File: config.mk
export PLATFORM = sky130hd
export DESIGN_NAME = mem_port_arbiter_flat
export DESIGN_NICKNAME = d
export VERILOG_FILES = /design/src/rtl/mem_port_arbiter_if.sv /design/src/rtl/mem_port_arbiter.sv /design/src/flat_wrapper.sv
export SDC_FILE = /design/constraint.sdc
export NUM_CORES = 1
export LEC_CHECK = 0
export CAP_MARGIN = 15
export CORE_AREA = 2 2 108 110
export DETAILED_ROUTE_END_ITERATION = 10
export DIE_AREA = 0 0 110 112
export PLACE_DENSITY = 0.77
export SYNTH_ARGS = -nofsm -noshare
export SYNTH_HDL_FRONTEND = slang
export SYNTH_SLANG_ARGS = --single-unit
File: constraint.sdc
create_clock -name clock -period 3.25 [get_ports clock]
set_clock_uncertainty 0.15 [all_clocks]
set_input_delay 0.65 -clock clock [delete_from_list [all_inputs] [get_ports clock]]
set_output_delay 0.65 -clock clock [all_outputs]
set_load 0.02 [all_outputs]
File: src/rtl/mem_port_arbiter_if.sv
// Bundle of the two requester channels and the single memory port served by mem_port_arbiter.
// Request handshake: a transfer happens in the cycle where valid && ready; the requester holds its
// address/data steady until then; responses are single-cycle pulses with no back-pressure.
interface mem_port_arbiter_if;
  logic        inst_req_valid;
  logic        inst_req_ready;
  logic [31:0] inst_req_addr;
  logic        inst_resp_valid;
  logic [31:0] inst_resp_data;

  logic        data_req_valid;
  logic        data_req_ready;
  logic [31:0] data_req_addr;
  logic        data_req_write;
  logic [31:0] data_req_wdata;
  logic [3:0]  data_req_wstrb;
  logic        data_resp_valid;
  logic [31:0] data_resp_data;

  logic        mem_en;
  logic [3:0]  mem_we;
  logic [31:0] mem_addr;
  logic [31:0] mem_wdata;
  logic [31:0] mem_rdata;

  logic        busy;

  modport slave (
    input  inst_req_valid, inst_req_addr,
    input  data_req_valid, data_req_addr, data_req_write, data_req_wdata, data_req_wstrb,
    input  mem_rdata,
    output inst_req_ready, inst_resp_valid, inst_resp_data,
    output data_req_ready, data_resp_valid, data_resp_data,
    output mem_en, mem_we, mem_addr, mem_wdata,
    output busy
  );

  modport master (
    output inst_req_valid, inst_req_addr,
    output data_req_valid, data_req_addr, data_req_write, data_req_wdata, data_req_wstrb,
    output mem_rdata,
    input  inst_req_ready, inst_resp_valid, inst_resp_data,
    input  data_req_ready, data_resp_valid, data_resp_data,
    input  mem_en, mem_we, mem_addr, mem_wdata,
    input  busy
  );
endinterface

File: src/rtl/mem_port_arbiter.sv
// Arbitrates instruction-fetch and load/store requests onto one synchronous memory port,
// data-first with a bounded number of consecutive data grants while a fetch is waiting.
module mem_port_arbiter #(
  parameter int READ_LATENCY = 1,
  parameter int STARVE_LIMIT = 4
) (
  input  logic              clock,
  input  logic              reset,
  mem_port_arbiter_if.slave bus,
  output logic              dbg_state
);

  localparam int CNT_W    = (READ_LATENCY > 1) ? $clog2(READ_LATENCY) : 1;
  localparam int STARVE_W = $clog2(STARVE_LIMIT + 1);

  typedef enum logic {
    IDLE = 1'b0,
    WAIT = 1'b1
  } state_t;

  state_t              state, state_next;
  logic [CNT_W-1:0]    lat_cnt, lat_cnt_next;
  logic                resp_due, resp_due_next;
  logic                owner_data;
  logic                owner_store;
  logic [STARVE_W-1:0] starve_cnt;
  logic [31:0]         inst_hold;
  logic [31:0]         data_hold;

  logic grant_data;
  logic grant_inst;
  logic handshake;

  // Address bits [1:0] are intentionally ignored: accesses are word-aligned.
  logic unused_addr_bits;
  assign unused_addr_bits = ^{bus.inst_req_addr[1:0], bus.data_req_addr[1:0]};

  always_comb begin
    grant_data = 1'b0;
    grant_inst = 1'b0;
    if (state == IDLE) begin
      if (bus.data_req_valid && (starve_cnt < STARVE_W'(STARVE_LIMIT))) begin
        grant_data = 1'b1;
      end else if (bus.inst_req_valid) begin
        grant_inst = 1'b1;
      end else if (bus.data_req_valid) begin
        grant_data = 1'b1;
      end
    end
  end

  assign handshake          = grant_data | grant_inst;
  assign bus.data_req_ready = grant_data;
  assign bus.inst_req_ready = grant_inst;

  always_comb begin
    bus.mem_en    = handshake;
    bus.mem_we    = 4'h0;
    bus.mem_addr  = 32'h0;
    bus.mem_wdata = 32'h0;
    if (grant_data) begin
      bus.mem_addr  = {bus.data_req_addr[31:2], 2'b00};
      bus.mem_wdata = bus.data_req_wdata;
      if (bus.data_req_write) begin
        bus.mem_we = bus.data_req_wstrb;
      end
    end else if (grant_inst) begin
      bus.mem_addr = {bus.inst_req_addr[31:2], 2'b00};
    end
  end

  // The response cycle is spent in IDLE, so a new access can be accepted alongside it.
  always_comb begin
    state_next    = state;
    lat_cnt_next  = lat_cnt;
    resp_due_next = 1'b0;
    case (state)
      IDLE: begin
        if (handshake) begin
          if (READ_LATENCY == 1) begin
            resp_due_next = 1'b1;
          end else begin
            state_next   = WAIT;
            lat_cnt_next = CNT_W'(1);
          end
        end
      end
      WAIT: begin
        if (lat_cnt == CNT_W'(READ_LATENCY - 1)) begin
          state_next    = IDLE;
          lat_cnt_next  = '0;
          resp_due_next = 1'b1;
        end else begin
          lat_cnt_next = lat_cnt + CNT_W'(1);
        end
      end
      default: begin
        state_next   = IDLE;
        lat_cnt_next = '0;
      end
    endcase
  end

  always_ff @(posedge clock or negedge reset) begin
    if (!reset) begin
      state    <= IDLE;
      lat_cnt  <= '0;
      resp_due <= 1'b0;
    end else begin
      state    <= state_next;
      lat_cnt  <= lat_cnt_next;
      resp_due <= resp_due_next;
    end
  end

  always_ff @(posedge clock or negedge reset) begin
    if (!reset) begin
      owner_data  <= 1'b0;
      owner_store <= 1'b0;
      starve_cnt  <= '0;
    end else if (handshake) begin
      owner_data  <= grant_data;
      owner_store <= grant_data & bus.data_req_write;
      if (grant_data && bus.inst_req_valid) begin
        if (starve_cnt != STARVE_W'(STARVE_LIMIT)) begin
          starve_cnt <= starve_cnt + STARVE_W'(1);
        end
      end else begin
        starve_cnt <= '0;
      end
    end
  end

  assign bus.inst_resp_valid = resp_due & ~owner_data;
  assign bus.data_resp_valid = resp_due & owner_data;

  // Read data is passed straight through in the response cycle and held afterwards.
  assign bus.inst_resp_data = bus.inst_resp_valid ? bus.mem_rdata : inst_hold;
  assign bus.data_resp_data = bus.data_resp_valid ? (owner_store ? 32'h0 : bus.mem_rdata)
                                                  : data_hold;

  always_ff @(posedge clock or negedge reset) begin
    if (!reset) begin
      inst_hold <= 32'h0;
      data_hold <= 32'h0;
    end else begin
      if (bus.inst_resp_valid) begin
        inst_hold <= bus.mem_rdata;
      end
      if (bus.data_resp_valid) begin
        data_hold <= owner_store ? 32'h0 : bus.mem_rdata;
      end
    end
  end

  assign bus.busy  = (state == WAIT);
  assign dbg_state = state;

  a_one_ready : assert property (@(posedge clock) disable iff (!reset)
    !(bus.inst_req_ready && bus.data_req_ready));
  a_one_resp : assert property (@(posedge clock) disable iff (!reset)
    !(bus.inst_resp_valid && bus.data_resp_valid));

endmodule
File: src/flat_wrapper.sv
// flat-port wrapper written by rule: the top's interface ports become plain ports
module mem_port_arbiter_flat 
#(
  parameter int READ_LATENCY = 1,
  parameter int STARVE_LIMIT = 4
)
  (clock, reset, dbg_state, bus_inst_req_valid, bus_inst_req_addr, bus_data_req_valid, bus_data_req_addr, bus_data_req_write, bus_data_req_wdata, bus_data_req_wstrb, bus_mem_rdata, bus_inst_req_ready, bus_inst_resp_valid, bus_inst_resp_data, bus_data_req_ready, bus_data_resp_valid, bus_data_resp_data, bus_mem_en, bus_mem_we, bus_mem_addr, bus_mem_wdata, bus_busy);
  mem_port_arbiter_if bus_i ();
  input  logic clock;
  input  logic reset;
  output logic dbg_state;
  input wire logic [$bits(bus_i.inst_req_valid)-1:0] bus_inst_req_valid;
  input wire logic [$bits(bus_i.inst_req_addr)-1:0] bus_inst_req_addr;
  input wire logic [$bits(bus_i.data_req_valid)-1:0] bus_data_req_valid;
  input wire logic [$bits(bus_i.data_req_addr)-1:0] bus_data_req_addr;
  input wire logic [$bits(bus_i.data_req_write)-1:0] bus_data_req_write;
  input wire logic [$bits(bus_i.data_req_wdata)-1:0] bus_data_req_wdata;
  input wire logic [$bits(bus_i.data_req_wstrb)-1:0] bus_data_req_wstrb;
  input wire logic [$bits(bus_i.mem_rdata)-1:0] bus_mem_rdata;
  output wire logic [$bits(bus_i.inst_req_ready)-1:0] bus_inst_req_ready;
  output wire logic [$bits(bus_i.inst_resp_valid)-1:0] bus_inst_resp_valid;
  output wire logic [$bits(bus_i.inst_resp_data)-1:0] bus_inst_resp_data;
  output wire logic [$bits(bus_i.data_req_ready)-1:0] bus_data_req_ready;
  output wire logic [$bits(bus_i.data_resp_valid)-1:0] bus_data_resp_valid;
  output wire logic [$bits(bus_i.data_resp_data)-1:0] bus_data_resp_data;
  output wire logic [$bits(bus_i.mem_en)-1:0] bus_mem_en;
  output wire logic [$bits(bus_i.mem_we)-1:0] bus_mem_we;
  output wire logic [$bits(bus_i.mem_addr)-1:0] bus_mem_addr;
  output wire logic [$bits(bus_i.mem_wdata)-1:0] bus_mem_wdata;
  output wire logic [$bits(bus_i.busy)-1:0] bus_busy;
  assign bus_i.inst_req_valid = bus_inst_req_valid;
  assign bus_i.inst_req_addr = bus_inst_req_addr;
  assign bus_i.data_req_valid = bus_data_req_valid;
  assign bus_i.data_req_addr = bus_data_req_addr;
  assign bus_i.data_req_write = bus_data_req_write;
  assign bus_i.data_req_wdata = bus_data_req_wdata;
  assign bus_i.data_req_wstrb = bus_data_req_wstrb;
  assign bus_i.mem_rdata = bus_mem_rdata;
  assign bus_inst_req_ready = bus_i.inst_req_ready;
  assign bus_inst_resp_valid = bus_i.inst_resp_valid;
  assign bus_inst_resp_data = bus_i.inst_resp_data;
  assign bus_data_req_ready = bus_i.data_req_ready;
  assign bus_data_resp_valid = bus_i.data_resp_valid;
  assign bus_data_resp_data = bus_i.data_resp_data;
  assign bus_mem_en = bus_i.mem_en;
  assign bus_mem_we = bus_i.mem_we;
  assign bus_mem_addr = bus_i.mem_addr;
  assign bus_mem_wdata = bus_i.mem_wdata;
  assign bus_busy = bus_i.busy;
  mem_port_arbiter #(.READ_LATENCY(READ_LATENCY), .STARVE_LIMIT(STARVE_LIMIT)) u_core (.clock(clock), .reset(reset), .bus(bus_i), .dbg_state(dbg_state));
endmodule
==> reports/qor.yml, run 1 <==
cts_tree: "built"
timing.fmax_mhz: 313
avgViaCountPerCell: 4.69
grt_use_total_pct: 20.1
stdcell_area_sq_um: 6720
p_leak_nw: 2.85
hold_violations: 0
pin_count: 276
wl_per_cell_um: 17.8
num_antenna_cells: 0
start_util_pct: 32.0
yosysTopAreaCellShare_pct: 49.1
synth_top_area_cell: "dfrtp_1"
p_per_area_nw_per_um2: 474
dieArea_sq_um: 12300
fp-row-count: 39
post-cts-setup-buffers: 0
antenna_found_initial: 0
syn-cell-area_sq_um: 3570
cpMostUsedCell: "clkdlybuf4s50_1"
tightest_slew_ns: 0.868
clkSlewWorstSetupHoldPaths_ns: 0.06
clockBufferDepth: 2
portBuffers: 267
synth-main-ff-cell: "dfrtp_1"
die_y_um: 112
setup_viol: 0
die_x_um: 110
synth.area.top_cells: "dfrtp_1 49%, mux2_2 20%, a32o_1 9.0%"
drtAntennaViolNets: 0
grt_max_degree: 71
finalWorstSetupSlack_ns: 0.0530
hold_class: "flop to flop"
critPathLaunchType: "input port"
drive_gt1_share_pct: 17.3
grt_pass1_vias: 3609
postCtsResizedCells: 0
synth.distinct_cells: 22
drtPass1Iterations: 4
cts.sinks: 70
synthTopCellsByCount: "70 x dfrtp_1, 64 x mux2_2, 33 x and2_1"
relSlewSlack_pct: 42.1
cts_hold_buf: 0
maxCapViolations: 0
rsz0062_at_grt: "no"
synth_enable_flop_cells: 0
final_core_util_pct: 60.1
period_share_pct: 98.4
setup.worst_path.class: "input port to primary output"
placed_cell_area_sq_um: 6390
drc: 0
area_growth_pct: 88.1
path_buf_inv: 3
critPathRequiredTime_ns: 2.45
ys_ff_latch: 70
grt_pass1_wl_um: 19000
routed_wl_um: 12400
slew_violations: 0
ctsRootBufferMaster: "clkbuf_16"
cts_buffers: 9
nFillCells: 922
drt_iter0_markers: 117
path_cells: "clkdlybuf4s50_1, a21boi_4, buf_12, a32o_1, clkdlybuf4s50_1"
core_sq_um: 11200
pre_cts_slack_ns: 0.0156
htree_levels: 3
insertion_delay_ns: 0.33
crit_family: "buffers and inverters"
cp-end-kind: "primary output"
cp_max_fo: 42
dp_hpwl_um: 9640
synth-warning-count: 0
num-nets-final: 688
syn_avg_cell_area_sq_um: 12.6
synthMostInstantiatedCell: "dfrtp_1"
syn_inst: 284
status: "complete, no violations"
gr-total-overflow: 0
gp_congestion: 0.814
ir_drop_v: 0.000266
finalSetupTns_ns: 0
finalCriticalPeriod_ns: 3.20
ys_seq_area_share_pct: 49.1
critPathMaxStageDelay_ns: 0.62
cpMaxStageDelayCell: "clkdlybuf4s50_1"
cp_data_arrival_time_ns: 2.40
async_flop_share_pct: 100
vias: 3269
-- report_power, final --
part / switching [mW] / total (mW) / internal [mW]
logic: 0.531 / 1.16 / 0.631
registers: 0.0350 / 1.04 / 1.00
clock network: 0.385 / 0.983 / 0.598
-- final cells by class --
type / count / area, sq um / share of cell area [%]
clock buffers: 10 / 229 / 3.41
clock inverters: 6 / 70.1 / 1.04
inverters: 6 / 22.5 / 0.335
multi-input cells: 183 / 1640 / 24.4
flip-flops and latches: 70 / 1750 / 26.1
well taps: 143 / 179 / 2.66
repair buffers: 279 / 2830 / 42.1
-- layout by cell type, fill, tap and decap left out, types with 2 or more instances in the layout --
cell / count
a32o_1: 32
and2_1: 33
and2b_1: 23
and4_1: 4
buf_12: 4
buf_4: 8
buf_6: 2
clkbuf_16: 9
clkdlybuf4s50_1: 257
clkinvlp_4: 3
conb_1: 4
dfrtp_1: 70
dlymetal6s2s_1: 7
ha_1: 2
inv_1: 6
mux2_2: 64
nand2_1: 3
nor2b_1: 11
-- state kept, by name, indices dropped and copies added (netlist names) --
signal / count
u_core.starve_cnt: 3
u_core.owner_data: 1
u_core.resp_due: 1
u_core.inst_hold: 32
u_core.owner_store: 1
u_core.data_hold: 32
-- metal layers --
layer / vias to the layer above / GRT usage [%] / wire, um
li1: 1534 / - / -
met1: 1581 / 22.1 / 4620
met2: 142 / 36.3 / 6650
met3: 12 / 6.03 / 988
met4: 0 / 6.24 / 157
met5: - / 0 / 0
-- logic make-up (layout without fill, tap and decap cells) --
family                     count (synthesis)  after routing  synth area share, %
buffers and inverters                     34            301                 5.47
AOI/OAI and AO/OA                         36             36                 10.2
DFF                                       70             70                 49.1
other                                      1              4                0.105
muxes                                     64             64                 20.2
adders and majority gates                  2              2                0.701
and+or+nand+nor                           77             77                 14.3
-- worst reg2reg max path, stage by stage, from the launching register on --
cell and delay [ns]:
dfrtp_1 0.37, nand2b_2 0.27, buf_12 0.23, mux2_2 0.40
-- final timing paths --
path | from | end | slack (ns) | cells after the start
worst max-delay path | bus_data_req_valid | bus_mem_addr[16] | 0.05 | 5
worst min-delay path | u_core.data_hold[22]$_DFF_PN0_ | u_core.data_hold[22]$_DFF_PN0_ | 0.34 | 1
worst max register to register | u_core.owner_data$_DFFE_PN0P_ | u_core.inst_hold[19]$_DFF_PN0_ | 1.70 | 3
worst min register to register | u_core.data_hold[22]$_DFF_PN0_ | u_core.data_hold[22]$_DFF_PN0_ | 0.34 | 1
max in group asynchronous | reset | u_core.starve_cnt[2]$_DFFE_PN0P_ | 2.01 | 2
min in group asynchronous | reset | u_core.data_hold[4]$_DFF_PN0_ | 0.38 | 2
-- stage by stage --
stage          power (mW)  cells  hold WS [ns]
6_report             3.18    697         0.343
5_1_grt              3.33    697         0.357
4_1_cts              3.23    697         0.346
3_5_place_dp         2.23    681         0.331
3_3_place_gp         2.20    681         0.327
2_1_floorplan        1.60    287         0.204
No activity file was read; power rests on OpenSTA's default activity.
==> run 2: changes to the inputs <==
--- a/config.mk
+++ b/config.mk
@@ -9,6 +9,7 @@
 export CORE_AREA = 2 2 108 110
 export DETAILED_ROUTE_END_ITERATION = 10
 export DIE_AREA = 0 0 110 112
+export HOLD_SLACK_MARGIN = 0.06
 export PLACE_DENSITY = 0.77
 export SYNTH_ARGS = -nofsm -noshare
 export SYNTH_HDL_FRONTEND = slang
==> results of run 2 <==
The final DEF is identical to that of run 1; final timing and power are the same.
